[config.mk]
export PLATFORM = sky130hd
export DESIGN_NAME = pio_cmd_sequencer
export DESIGN_NICKNAME = d
export VERILOG_FILES = /design/src/rtl/pio_cmd_sequencer.sv
export SDC_FILE = /design/constraint.sdc
export NUM_CORES = 1
export LEC_CHECK = 0
export BUFFER_PORTS_ARGS = -buffer_cell sky130_fd_sc_hd__buf_2
export CORE_AREA = 10 10 134 136
export CTS_CLUSTER_DIAMETER = 150
export CTS_CLUSTER_SIZE = 20
export DETAILED_ROUTE_END_ITERATION = 8
export DIE_AREA = 0 0 144 146
export GPL_ROUTABILITY_DRIVEN = 0
export GPL_TIMING_DRIVEN = 0
export PLACE_DENSITY = 0.69
export RECOVER_POWER = 100
export SLEW_MARGIN = 20
export SYNTH_ARGS = -nofsm -noshare
export SYNTH_HDL_FRONTEND = slang
export SYNTH_SLANG_ARGS = --single-unit
[constraint.sdc]
create_clock -name CLOCK_50 -period 1.86 [get_ports CLOCK_50]
set_input_delay 0.186 -clock CLOCK_50 [delete_from_list [all_inputs] [get_ports CLOCK_50]]
set_output_delay 0.186 -clock CLOCK_50 [all_outputs]
set_load 0.02 [all_outputs]
[src/rtl/pio_cmd_sequencer.sv]
// HPS PIO command sequencer: toggle handshake, engine launch/timeout.
// Optional CMD_STATS_EN adds a completed-START counter read by op4.
module pio_cmd_sequencer #(
  parameter int          SYNC_STAGES    = 2,
  parameter int unsigned TIMEOUT_CYCLES = 32'd50000000
) (
  input  logic        CLOCK_50,
  input  logic        RESET_N,
  input  logic [31:0] cmd_word,
  output logic [15:0] status_word,
  output logic        eng_start,
  output logic [27:0] eng_arg,
  output logic        eng_abort,
  input  logic        eng_busy,
  input  logic        eng_done,
  input  logic [10:0] eng_result,
  output logic [15:0] hex_value
);

  typedef enum logic [2:0] {
    IDLE,
    DECODE,
    LAUNCH,
    RUN,
    RESP
  } state_t;

  localparam logic [31:0] TLAST = 32'(TIMEOUT_CYCLES - 1);

  state_t                 state;
  logic [SYNC_STAGES-1:0] sync_q;
  logic                   req_s;
  logic                   req_seen;
  logic [2:0]             op;
  logic [27:0]            operand;
  logic [31:0]            timer;
  logic [10:0]            result_q;
  logic                   ack_q;
  logic [2:0]             err_q;
  logic [10:0]            data_q;
  logic [2:0]             err_n;
  logic [10:0]            data_n;
`ifdef CMD_STATS_EN
  logic [10:0]            stats;
`endif

  assign req_s = sync_q[SYNC_STAGES-1];

  assign status_word = {ack_q, state != IDLE, err_q, data_q};

  always_ff @(posedge CLOCK_50 or negedge RESET_N) begin
    if (!RESET_N) begin
      sync_q <= '0;
    end else begin
      sync_q <= {sync_q[SYNC_STAGES-2:0], cmd_word[31]};
    end
  end

  always_ff @(posedge CLOCK_50 or negedge RESET_N) begin
    if (!RESET_N) begin
      state     <= IDLE;
      req_seen  <= 1'b0;
      op        <= 3'd0;
      operand   <= 28'd0;
      timer     <= 32'd0;
      result_q  <= 11'd0;
      ack_q     <= 1'b0;
      err_q     <= 3'd0;
      data_q    <= 11'd0;
      err_n     <= 3'd0;
      data_n    <= 11'd0;
      eng_start <= 1'b0;
      eng_arg   <= 28'd0;
      eng_abort <= 1'b0;
      hex_value <= 16'd0;
`ifdef CMD_STATS_EN
      stats     <= 11'd0;
`endif
    end else begin
      eng_start <= 1'b0;
      eng_abort <= 1'b0;
      case (state)
        IDLE: begin
          if (req_s != req_seen) begin
            req_seen <= req_s;
            op       <= cmd_word[30:28];
            operand  <= cmd_word[27:0];
            state    <= DECODE;
          end
        end
        DECODE: begin
          state  <= RESP;
          err_n  <= 3'd0;
          data_n <= data_q;
          unique case (1'b1)
            op == 3'd0: err_n <= 3'd0;
            op == 3'd1: begin
              if (eng_busy) begin
                err_n <= 3'd2;
              end else begin
                state     <= LAUNCH;
                eng_start <= 1'b1;
                eng_arg   <= operand;
              end
            end
            op == 3'd2: begin
              hex_value <= operand[15:0];
              data_n    <= operand[10:0];
            end
            op == 3'd3: data_n <= result_q;
`ifdef CMD_STATS_EN
            op == 3'd4: data_n <= stats;
`endif
            default: err_n <= 3'd1;
          endcase
        end
        LAUNCH: begin
          timer <= 32'd0;
          state <= RUN;
        end
        RUN: begin
          // Completion takes priority over a coincident timeout.
          if (eng_done) begin
            result_q <= eng_result;
            data_n   <= eng_result;
            err_n    <= 3'd0;
            state    <= RESP;
`ifdef CMD_STATS_EN
            if (stats != 11'h7FF) stats <= stats + 11'd1;
`endif
          end else if (timer == TLAST) begin
            eng_abort <= 1'b1;
            err_n     <= 3'd3;
            state     <= RESP;
          end else if (timer != 32'hFFFF_FFFF) begin
            timer <= timer + 32'd1;
          end
        end
        RESP: begin
          ack_q  <= req_seen;
          err_q  <= err_n;
          data_q <= data_n;
          state  <= IDLE;
        end
        default: state <= IDLE;
      endcase
    end
  end

endmodule

After elaboration in Yosys (flattened, before gate mapping)

Cells that the tools add are included.

Divide/modulo/power cells: 0
Equality and inequality tests: 16
Muxes and demuxes: 24
Magnitude comparators: 0
Multipliers: 0
Bitwise operators: 1
Shifts and indexed selects: 0
Reduce and logical (&&, ||, !) cells: 14
$add $sub $neg: 1

Operator list:

| kind                                            | number |
|---|---|
| 2-to-1 mux 32 bit                               | 3 |
| one-hot mux 32 bit (2 select lines)             | 1 |
| one-hot mux 11 bit (2 select lines)             | 2 |
| adder 32 x 1 -> 32 bit, second input constant   | 1 |
| == test 32 x 26 -> 1 bit, second input constant | 1 |
| inequality test 32 bit, second input constant   | 1 |
| 2-to-1 mux 3 bit                                | 7 |
| == test 3 x 2 -> 1 bit, second input constant   | 4 |
| one-hot mux 3 bit (4 select lines)              | 1 |
| AND reduction 2 bit                             | 6 |
| 2-to-1 mux 11 bit                               | 1 |
| inequality test 2 bit, second input constant    | 5 |
| == test 3 x 1 -> 1 bit, second input constant   | 2 |
| logical NOT 3 bit                               | 2 |
| 2-to-1 mux 1 bit                                | 6 |
| one-hot mux 3 bit (2 select lines)              | 1 |
| one-hot mux 2 bit (2 select lines)              | 1 |
| AND reduction 4 bit                             | 1 |
| nonzero test 2 bit                              | 2 |
| == test 3 bit, second input constant            | 1 |
| inequality test 3 bit, second input constant    | 1 |
| AND reduction 3 bit                             | 1 |
| nonzero test 3 bit                              | 1 |
| OR reduction 3 bit                              | 1 |
| 3 further kinds                                 | 3 |

Memories: 0
Memory bits (writable): 0
Bits in latches: 0
Output and inout bits: 62
Bits in registers: 155
Bits in read-only memories: 0
Logic and storage cells: 72

Logic depth before layout (Yosys ltp)

Gate-level depths: netlist (run 1).

Depth in word-level cells: 5
Mapped depth: 9
Gate-level depth less buffers: 7

Least setup slack after synthesis (run 1)

No wires, ideal clock.

Path type: register -> register
From: register timer[0]
To: register timer[11]
Path slack: -0.073 ns
Arrival time: 1.837 ns
Required time: 1.764 ns
Buffers on the path: 2
Setup time: 0.096 ns
Cell stages (with the launch flop): 10
Cell sequence: dfrtp_1 ha_1 and3_1 nand4_4 nor3_4 a31o_1 buf_6 buf_6 o21ai_0 o31ai_1

Longest elaborated chain between the ends: 5

Ends and longest elaborated chain:

| item                                | RTL line | text |
|---|---|---|
| start, declared                     | 36       | `logic [31:0] timer;` |
| start signal, assigned              | 136      | `timer <= timer + 32'd1;` |
| adder 32 x 1 -> 32 bit              | 136      |  |
| 2-to-1 mux 32 bit                   | 135      | `end else if (timer != 32'hFFFF_FFFF) begin` |
| 2-to-1 mux 32 bit                   | 131      | `end else if (timer == TLAST) begin` |
| 2-to-1 mux 32 bit                   | 123      | `if (eng_done) begin` |
| one-hot mux 32 bit (2 select lines) | 82       | `case (state)` |

Parallel ways exist; a longest one is shown, timed or not. The select of a mux whose other input is x is not followed.
A chain may end at the register's enable or synchronous reset.

Final worst setup path (run 1)

From: register timer[26]
To: register timer[10]

Longest elaborated chain between the ends: 3

Ends and longest elaborated chain:

| item                                                                      | RTL line |
|---|---|
| inequality test 32 bit / == test 32 x 26 -> 1 bit (equally long branches) | 135, 131 |
| inequality test 2 bit (no source line)                                    | -- |
| AND reduction 4 bit (no source line) (*)                                  | -- |

Mark *: on every way between the ends. The rest lies on a longest branch, timed or not.

==> key figures, run 1 <==
Logic synthesis
  – Mux contribution to synthesized area: 18.3%
  – Largest family of logic cells by synthesized area: multiplexers
  – Syn Std Cell Area: 6940 um^2
  – Netlist cell types: 47
  – Synth Warn #: 0
  – Post-synthesis adder-cell area fraction: 0.180%
  – Post-Synth Simple-Gate Area: 12.6%
  – Synth async-reset ratio: 100%
  – Number of synthesized flops with an enable pin: 0
  – Syn_area_per_cell: 11.6 um^2
  – XOR/XNOR Fraction of Synth Area: 0.126%
  – Seq/Total Area, Yosys: 55.2%
  – Most used DFF post-synth: dfrtp_1
  – Synth Area in Compound Gates: 10.1%
  – Synthesized instance count: 597
  – Yosys reg bits: 153
  – Syn nets: 645

STA
  – Max_slew headroom: 30.0%
  – RSZ-0062 raised after global routing: yes
  – Final Skew: 9.59 ps
  – Final min period: 2090 ps
  – Final worst slack: -233 ps
  – Hold slack final: -1.24 ps
  – Worst Tran Pin Value: 1050 ps
  – Period utilization: 113%
  – Final setup violation count: 86
  – FMAX: 478 MHz
  – Slew Viols, Final: 0
  – Setup tns final: -8780 ps
  – Hold Fails Final Rpt: 1

CTS
  – Clock tree buffer depth: 2
  – CTS tree: done
  – Clk_lat worst skew: 430 ps
  – Clock sink total: 153
  – Root Buffer Master: clkbuf_16
  – CTS H-tree depth: 4
  – Number of buffers created by CTS: 17
  – CTS clk-pin slew, worst paths: 70 ps

Final layout
  – Layout Area Growth over Synthesis: 38.5%
  – Final core occ: 62.1%
  – Non-filler cells, final: 1021
  – Nets: 860
  – Highest-count cells in the layout ignoring fill and taps: dfrtp_1, mux2_2, clkbuf_1
  – Commonest non-fill, non-tap cell in the layout: dfrtp_1
  – Share of post-route cells with drive strength above 1: 45.3%
  – Fillers: 1148

GRT
  – Overflow after GRT: 0
  – Vias in the first global route: 6140
  – Initial antenna violation count: 4
  – First-pass GRT wire length: 32.6 mm
  – Gr usage total: 19.5%
  – Pin count of the biggest net entering global routing: 78

Floorplanning
  – Starting Density: 44.8%
  – DIE AREA: 21000 um^2
  – Core Region: 15500 um^2
  – Num ports: 109
  – Die height: 146 um
  – Die width: 144 um
  – FP Rows: 46

Setup path
  – CP endpoint kind: flip-flop
  – CP required: 2210 ps
  – Crit path kind: reg -> reg
  – Crit Path Max Fanout: 5
  – RR Startpoint: timer[26]
  – Critical Path AT: 2440 ps
  – Crit path launch type: flip-flop
  – Reg2reg setup slack: -230 ps
  – CP Launch Point: timer[26]

Run status
  – Failing checks: negative hold slack, negative setup slack
  – Status: complete, but fails checks

Pwr
  – Power Dens Cells: 1460 nW/um^2
  – Peak supply drop: 1.02 mV
  – Total power: 14100 uW
  – Lkg Pwr: 0.00421 uW

Drt
  – Vias: 6054
  – Final WL: 21.8 mm
  – DRC viols: 0
  – Via/cell ratio: 5.93
  – WL/cell: 21.3 um
  – Pre-Repair DR Iteration Count: 5
  – Initial DRC Count: 615
  – Post-route ant nets: 0

Placement
  – PortBufs: 107
  – DP Wirelength: 12.9 mm
  – Inst Count DP: 897

Worst hold path
  – Hold Crit Start: cmd_word[1]
  – Min-delay worst type: in -> reg

Job
  – Total of max-cap violations: 0
registers in the layout, summed over array words and instances (netlist names), 3 cells and up:
name       flops
result_q      11
operand       28
hex_value     16
op             3
timer         32
data_q        11
data_n        11
state          3
eng_arg       28
per-layer routing:
layer | global-route usage [%] | share of wire (%)
met3 | 6.82 | 8.7
met2 | 32.1 | 50
met4 | 9.40 | 4.8
met5 | 0 | 0
met1 | 21.9 | 36
cell type report:
type	count	area (um^2)	share of cell area, %
repair buffers	198	1320	13.7
flip-flops and latches	153	3840	40.0
clock buffers	17	425	4.43
diodes	4	10.0	0.104
clock inverters	15	134	1.39
well taps	192	240	2.50
multi-input cells	396	3310	34.5
inverters	9	33.8	0.351
plain buffers	37	300	3.12
repair_timing:
| item | CTS | global route |
|---|---|---|
| pin swaps | 21 | 29 |
| buffers inserted | 38 | 21 |
| hold buffers | 28 | 0 |
| setup endpoints to repair | 141 | 134 |
| gates resized for setup | 114 | 100 |
| cloned | 2 | 2 |
| hold endpoints to repair | 103 | 0 |
power by group:
group          internal [uW]  total [uW]  switching (uW)
clock                   1760        3310            1550
combinational           2440        5350            2910
sequential              4580        5420             840
total                   8780       14100            5300
worst max-delay path, cell delays in order (launching register included):
cell	delay, ps
dfrtp_1	450
buf_4	180
nor4_1	300
and4_4	310
a31oi_4	130
buf_6	180
buf_4	130
nand3_1	120
a21oi_2	70
o22ai_2	140
synthesized netlist by cell type (all sizes together) (7+ instances only):
cell type	n	area share, %
nor3	17	1.5
nor2	38	2.1
buf	22	2.1
o31ai	7	0.76
inv	9	0.49
clkbuf	17	0.92
dfrtp	153	55
nor4b	7	0.88
mux2	101	16
nand3	22	1.6
a21oi	45	3.4
nand4	16	1.7
a211oi	12	1.3
nand2	21	1.2
o21ai	37	2.7
mux2i	13	1.9
a31oi	11	1.1
and3	8	0.72
through the flow:
| stage | cell area (um^2) | setup WS, ps |
|---|---|---|
| after floorplan | 6950 | 5.30 |
| after global routing | 9610 | -333 |
| after detailed placement | 7770 | -526 |
| final | 9610 | -233 |
| after global placement | 7730 | -1480 |
| after CTS | 9260 | -89.5 |
kinds of logic (layout without fill, tap and decap cells):
logic type / after synthesis / after routing
compound gates: 120 / 120
xor+xnor: 1 / 1
fa+ha+maj: 1 / 1
buf+inv: 48 / 276
flops: 153 / 153
mux: 114 / 114
other cells: 1 / 5
simple gates: 159 / 159
final timing paths:
path	end	cells past startpoint
max	timer[10]	9
min	operand[1]	2
max reg2reg	timer[10]	9
min reg2reg	sync_q[1]	0
max in group asynchronous	timer[24]	3
min in group asynchronous	timer[13]	2
Power figures use the tool's default switching activity.
==> run 2, diff against run 1 <==
- ABC_AREA: default -> 1
- CORE_AREA: 10 10 134 136 -> 10 10 138 140
- DIE_AREA: 0 0 144 146 -> 0 0 148 150
- PLACE_DENSITY: 0.69 -> 0.68
==> run 2 against run 1 <==
Against the previous run: the run ends with negative hold slack left; synthesized cell count up 55%; sequential share of layout area up 1.5 points; non-clock buffer count down 58; worst hold slack better by 0.75 ps; via count up 9.3%; sequential power down 4%; total power down 2.2%; first-iteration DRC count down 34%; clock power up 9.7%; highest routed layer unchanged.
==> key figures, run 2 <==
STA
  – Slew Viols, Final: 0
  – Hold Fails Final Rpt: 1
  – Final min period: 1830 ps
  – Hold slack final: -0.489 ps
  – Final Skew: 9.79 ps
  – Period utilization: 98.4%
  – Worst Tran Pin Value: 1260 ps
  – Max_slew headroom: 15.9%
  – RSZ-0062 raised after global routing: yes
  – FMAX: 546 MHz
  – Final setup violation count: 0
  – Setup tns final: 0 ps

CTS
  – Clock sink total: 153
  – Clock tree buffer depth: 2
  – Clk_lat worst skew: 430 ps
  – CTS clk-pin slew, worst paths: 60 ps
  – CTS tree: done
  – Number of buffers created by CTS: 17
  – Root Buffer Master: clkbuf_16
  – CTS H-tree depth: 4

Placement
  – Dpl cell area: 8200 um^2
  – DP Wirelength: 14.0 mm
  – PortBufs: 107

GRT
  – Overflow after GRT: 0
  – Gr usage total: 18.1%
  – Initial antenna violation count: 1
  – Pin count of the biggest net entering global routing: 96
  – Vias in the first global route: 6483
  – First-pass GRT wire length: 32.5 mm

Worst hold path
  – Min-delay worst type: in -> reg

Final layout
  – Commonest non-fill, non-tap cell in the layout: nand2_1
  – Max reg flops: 32
  – Final core occ: 56.5%
  – Largest registers ranked by flip-flop count: timer x32, eng_arg x28, operand x28
  – Post-route cell area: 9230 um^2
  – Share of post-route cells with drive strength above 1: 17.2%
  – Highest-count cells in the layout ignoring fill and taps: nand2_1, dfrtp_1, nor2_1
  – Nets: 1138
  – Layout Area Growth over Synthesis: 26.0%
  – Biggest register: timer

Drt
  – Vias: 6618
  – WL/cell: 15.4 um
  – Pre-Repair DR Iteration Count: 5
  – Via/cell ratio: 5.00
  – Final WL: 20.3 mm
  – DRC viols: 0
  – Post-route ant nets: 0
  – Initial DRC Count: 404

Setup path
  – Worst path cell trace: ha_4 -> nand2_4 -> nor2_8 -> nand3_4 -> nor2_4 -> nand2_2 -> nand2_2 -> nand2_4 -> nand2_8 -> clkbuf_16 -> nand2_2 -> nand2_1
  – Slowest Stage Delay on Critical Path: 430 ps
  – Crit path kind: reg -> reg
  – CP dominant cell by count: nand2_2
  – Slowest-stage cell, CP: dfrtp_1
  – CP required: 2230 ps
  – Crit Path Max Fanout: 8
  – CP endpoint kind: flip-flop
  – Critical Path AT: 2200 ps
  – Crit path launch type: flip-flop

Run status
  – Failing checks: negative hold slack
  – Status: complete, but fails checks

Logic synthesis
  – Yosys reg bits: 153
  – Synthesized instance count: 927
  – Synth async-reset ratio: 100%
  – Syn nets: 975
  – Most common cell in the netlist: nand2_1
  – Syn_area_per_cell: 7.90 um^2
  – Syn Std Cell Area: 7330 um^2
  – Seq/Total Area, Yosys: 52.3%
  – Netlist cell types: 37
  – Area contributors post-synth: dfrtp_1, nand2_1, nor2_1
  – Number of synthesized flops with an enable pin: 0
  – Share of the synthesized area in the top cell type: 52.3%
  – Synth top cells by count: nand2_1, dfrtp_1, nor2_1
  – Synth Warn #: 0
  – Area leader, netlist: dfrtp_1
  – Most used DFF post-synth: dfrtp_1

Pwr
  – Register share of total power: 38.0%
  – Sw Share: 39.2%
  – Net Switching: 5400 uW
  – Internal Pwr Total: 8370 uW
  – Comb pwr share: 35.6%
  – Peak supply drop: 0.813 mV
  – Lkg Pwr: 0.00456 uW
  – Clock network fraction of total power: 26.4%
  – Power Dens Cells: 1490 nW/um^2

Floorplanning
  – Starting Density: 44.8%
  – Num ports: 109
  – FP Rows: 47
  – Die height: 150 um
  – Core Region: 16300 um^2
  – DIE AREA: 22200 um^2
  – Die width: 148 um

Job
  – Total of max-cap violations: 0
-- run 2: repair_timing --
| action | CTS | global route |
|---|---|---|
| hold buffers | 19 | 0 |
| endpoints found under the hold margin | 113 | 0 |
| buffers inserted | 0 | 13 |
| endpoints found under the setup margin | 27 | 95 |
| pin swaps | 0 | 9 |
| cloned | 0 | 3 |
| resized for setup | 5 | 51 |
-- run 2: cell type report --
cell class | instances | area [um^2]
inverter | 87 | 329
buffer | 33 | 210
sequential | 153 | 3830
timing repair buffer | 144 | 857
tap | 220 | 275
clock inverter | 14 | 186
multi-input combinational | 654 | 3120
fill | 1561 | 7120
antenna | 1 | 2.50
clock buffer | 17 | 425
-- run 2: power by group through the flow --
stage / clock network (uW) / logic, uW / registers (uW)
after floorplan: 0 / 2510 / 5810
after global routing: 3820 / 5480 / 5350
after CTS: 3680 / 4890 / 5180
after detailed placement: 0 / 4800 / 5230
after global placement: 0 / 4680 / 5180
final: 3630 / 4910 / 5230
-- run 2: path summary, 6_finish.rpt --
kind	from	end	slack (ps)	cells past startpoint
setup reg to reg	timer[1]	timer[7]	30	12
max in group asynchronous	RESET_N	eng_arg[25]	220	4
setup / recovery	timer[1]	timer[7]	30	12
min in group asynchronous	RESET_N	data_q[5]	80	2
hold reg to reg	sync_q[0]	sync_q[1]	350	0
hold / removal	eng_result[0]	result_q[0]	-0.5	3
-- run 2: layer usage --
| layer | GRT usage, % | share of wire [%] | up-vias |
|---|---|---|---|
| met4 | 6.69 | 2.0 | 0 |
| met2 | 30.2 | 48 | 164 |
| met5 | 0 | 0 | - |
| met3 | 4.35 | 5.9 | 34 |
| li1 | - | - | 3235 |
| met1 | 22.3 | 44 | 3185 |
-- run 2: logic make-up after synthesis --
logic type	after synthesis	share of synthesized area (%)
AO/OA/AOI/OAI	125	9.07
XOR/XNOR	4	0.478
adder cells (fa/ha/maj)	1	0.171
buffers and inverters	120	6.90
flip-flops	153	52.3
multiplexers	14	2.15
other	1	0.0512
AND/OR/NAND/NOR	509	28.9
-- run 2: per-stage QoR --
step | worst slack [ps] | power [uW] | std cells
6_report | 30.0 | 13800 | 1323
5_1_grt | -76.6 | 14600 | 1323
4_1_cts | 18.5 | 13800 | 1306
3_5_place_dp | -60.3 | 10000 | 1256
3_3_place_gp | -1760 | 9860 | 1254
2_1_floorplan | 241 | 8320 | 927
-- run 2: critical path: cells and delay by family, from the launching register on --
family | cells | cell delay (ps)
buffers and inverters | 1 | 170
adder cells (fa/ha/maj) | 1 | 180
AND/OR/NAND/NOR | 10 | 980
flip-flops | 1 | 430
==> run 3, diff against run 2 <==
- CORE_AREA: 10 10 138 140 -> 10 10 130 132
- DIE_AREA: 0 0 148 150 -> 0 0 140 142
- GPL_ROUTABILITY_DRIVEN: 0 -> default
- PLACE_DENSITY: 0.68 -> 0.76
==> run 3 against run 2 <==
Against the previous run: worst setup slack improved by 40 ps; largest cell class unchanged; count of clock-buffer cells in the layout increased by 1; sequential cell count unchanged; routed wire length decreased by 0.28%; worst hold slack improved by 8.9 ps; the run now ends clean; highest routed layer unchanged; clock power increased by 1%; final area decreased by 1.5%; total power decreased by 0.33%; clock skew decreased by 2.4 ps; via count increased by 0.68%; non-clock buffer count decreased by 7; cell count decreased by 3.3%.
==> key figures, run 3 (same netlist as run 2, synthesis figures left out) <==
GRT
  – Gr usage total: 20.1%
  – Vias in the first global route: 6546
  – Pin count of the biggest net entering global routing: 95
  – First-pass GRT wire length: 32.8 mm
  – Overflow after GRT: 0
  – Initial antenna violation count: 0

STA
  – FMAX: 559 MHz
  – RSZ-0062 raised after global routing: yes
  – Hold slack final: 8.38 ps
  – Worst Tran Pin Value: 851 ps
  – Setup tns final: 0 ps
  – Slew Viols, Final: 0
  – Final min period: 1790 ps
  – Hold Fails Final Rpt: 0
  – Final Skew: 7.39 ps
  – Max_slew headroom: 43.3%
  – Period utilization: 96.2%
  – Final setup violation count: 0

CTS
  – CTS clk-pin slew, worst paths: 70 ps
  – Number of buffers created by CTS: 17
  – Clock sink total: 153
  – CTS H-tree depth: 4
  – Clk_lat worst skew: 430 ps
  – Root Buffer Master: clkbuf_16
  – Clock tree buffer depth: 2
  – CTS tree: done

Placement
  – PortBufs: 107
  – Dpl cell area: 8130 um^2
  – GPL Wtd Cong: 0.929
  – DP Wirelength: 13.9 mm

Final layout
  – Fillers: 1263
  – Highest-count cells in the layout ignoring fill and taps: nand2_1, dfrtp_1, nor2_1
  – Layout Area Growth over Synthesis: 24.1%
  – Diode count: 0
  – Max reg flops: 32
  – Nets: 1131
  – Share of post-route cells with drive strength above 1: 15.9%
  – Commonest non-fill, non-tap cell in the layout: nand2_1
  – Biggest register: timer
  – Post-route cell area: 9090 um^2
  – Largest registers ranked by flip-flop count: timer x32, eng_arg x28, operand x28

Floorplanning
  – FP Rows: 44
  – Die width: 140 um
  – DIE AREA: 19900 um^2
  – Core Region: 14300 um^2
  – Die height: 142 um
  – Num ports: 109
  – Starting Density: 51.2%

Drt
  – Final WL: 20.3 mm
  – Via/cell ratio: 5.21
  – Pre-Repair DR Iteration Count: 6
  – DRC viols: 0
  – WL/cell: 15.8 um
  – Vias: 6663
  – Post-route ant nets: 0
  – Initial DRC Count: 490

Setup path
  – CP required: 2170 ps
  – CP dominant cell by count: nand2_4
  – Critical Path AT: 2100 ps
  – CP endpoint kind: flip-flop
  – Worst path cell trace: ha_4 -> nand2_4 -> nor2_8 -> nand2_4 -> nor2_8 -> nand2_4 -> nand2_4 -> nand2_8 -> buf_4 -> nand3_1 -> nand2_1
  – Slowest-stage cell, CP: dfrtp_1
  – Crit Path Max Fanout: 10
  – Crit path launch type: flip-flop
  – Slowest Stage Delay on Critical Path: 410 ps
  – Crit path kind: reg -> reg

Worst hold path
  – Min-delay worst type: in -> reg

Pwr
  – Peak supply drop: 0.915 mV
  – Lkg Pwr: 0.00450 uW
  – Power Dens Cells: 1510 nW/um^2

Job
  – Total of max-cap violations: 0

Run status
  – Status: complete, no violations
[run 3: changes by cell type in the layout (fill, tap and decap cells not counted), sizes merged]
cell / change
buf: -9
clkinvlp: +1
dlygate4sd3: +3
diode: -1
inv: -1
[run 3: layout make-up]
cell class	instances	area, um^2	area share, %
timing repair buffer	137	768	8.45
buffer	33	201	2.22
clock buffer	18	439	4.83
inverter	87	329	3.62
sequential	153	3830	42.1
multi-input combinational	654	3110	34.2
tap	184	230	2.53
clock inverter	14	183	2.01
[run 3: metal layers]
layer,up-vias,track usage [%],share of wire [%]
met5,-,0,0
met4,0,6.47,1.5
met3,32,5.57,6.9
met2,215,33.2,50
met1,3198,25.2,42
li1,3218,-,-
[run 3: where the power goes]
part | switching, uW | total, uW | internal, uW
combinational | 3230 | 4810 | 1580
clock | 1490 | 3670 | 2180
sequential | 671 | 5230 | 4560
[run 3: final timing paths]
kind / depth (start not counted) / from / to / slack, ps
worst max-delay path: 11 / timer[1] / timer[6] / 70
min in group asynchronous: 2 / RESET_N / data_q[6] / 430
max in group asynchronous: 3 / RESET_N / timer[8] / 250
worst min register to register: 0 / sync_q[0] / sync_q[1] / 350
worst min-delay path: 3 / cmd_word[10] / operand[10] / 8
worst max register to register: 11 / timer[1] / timer[6] / 70
[run 3: through the flow]
stage | setup slack [ps] | utilization, % | power, uW | instances
floorplan | 241 | - | 8320 | 927
global placement | -1690 | 56.5 | 9810 | 1218
detailed placement | -20.2 | 56.8 | 10000 | 1219
CTS | 1.24 | 62.7 | 13800 | 1273
global route | -87.9 | 63.5 | 14500 | 1280
finish | 69.8 | 63.5 | 13700 | 1280
[run 3: critical path, delay by kind of cell, from the launching register on]
kind / cells / cell delay, ps
buf+inv: 1 / 200
flops: 1 / 410
simple gates: 9 / 900
fa+ha+maj: 1 / 170
[run 3: repair_timing]
item / 4_1_cts / 5_1_grt
endpoints found under the hold margin: 80 / 0
gates cloned: 0 / 1
setup endpoints to repair: 25 / 96
hold buffers: 22 / 0
pin swaps: 0 / 15
buffers inserted: 0 / 6
resized for setup: 5 / 47
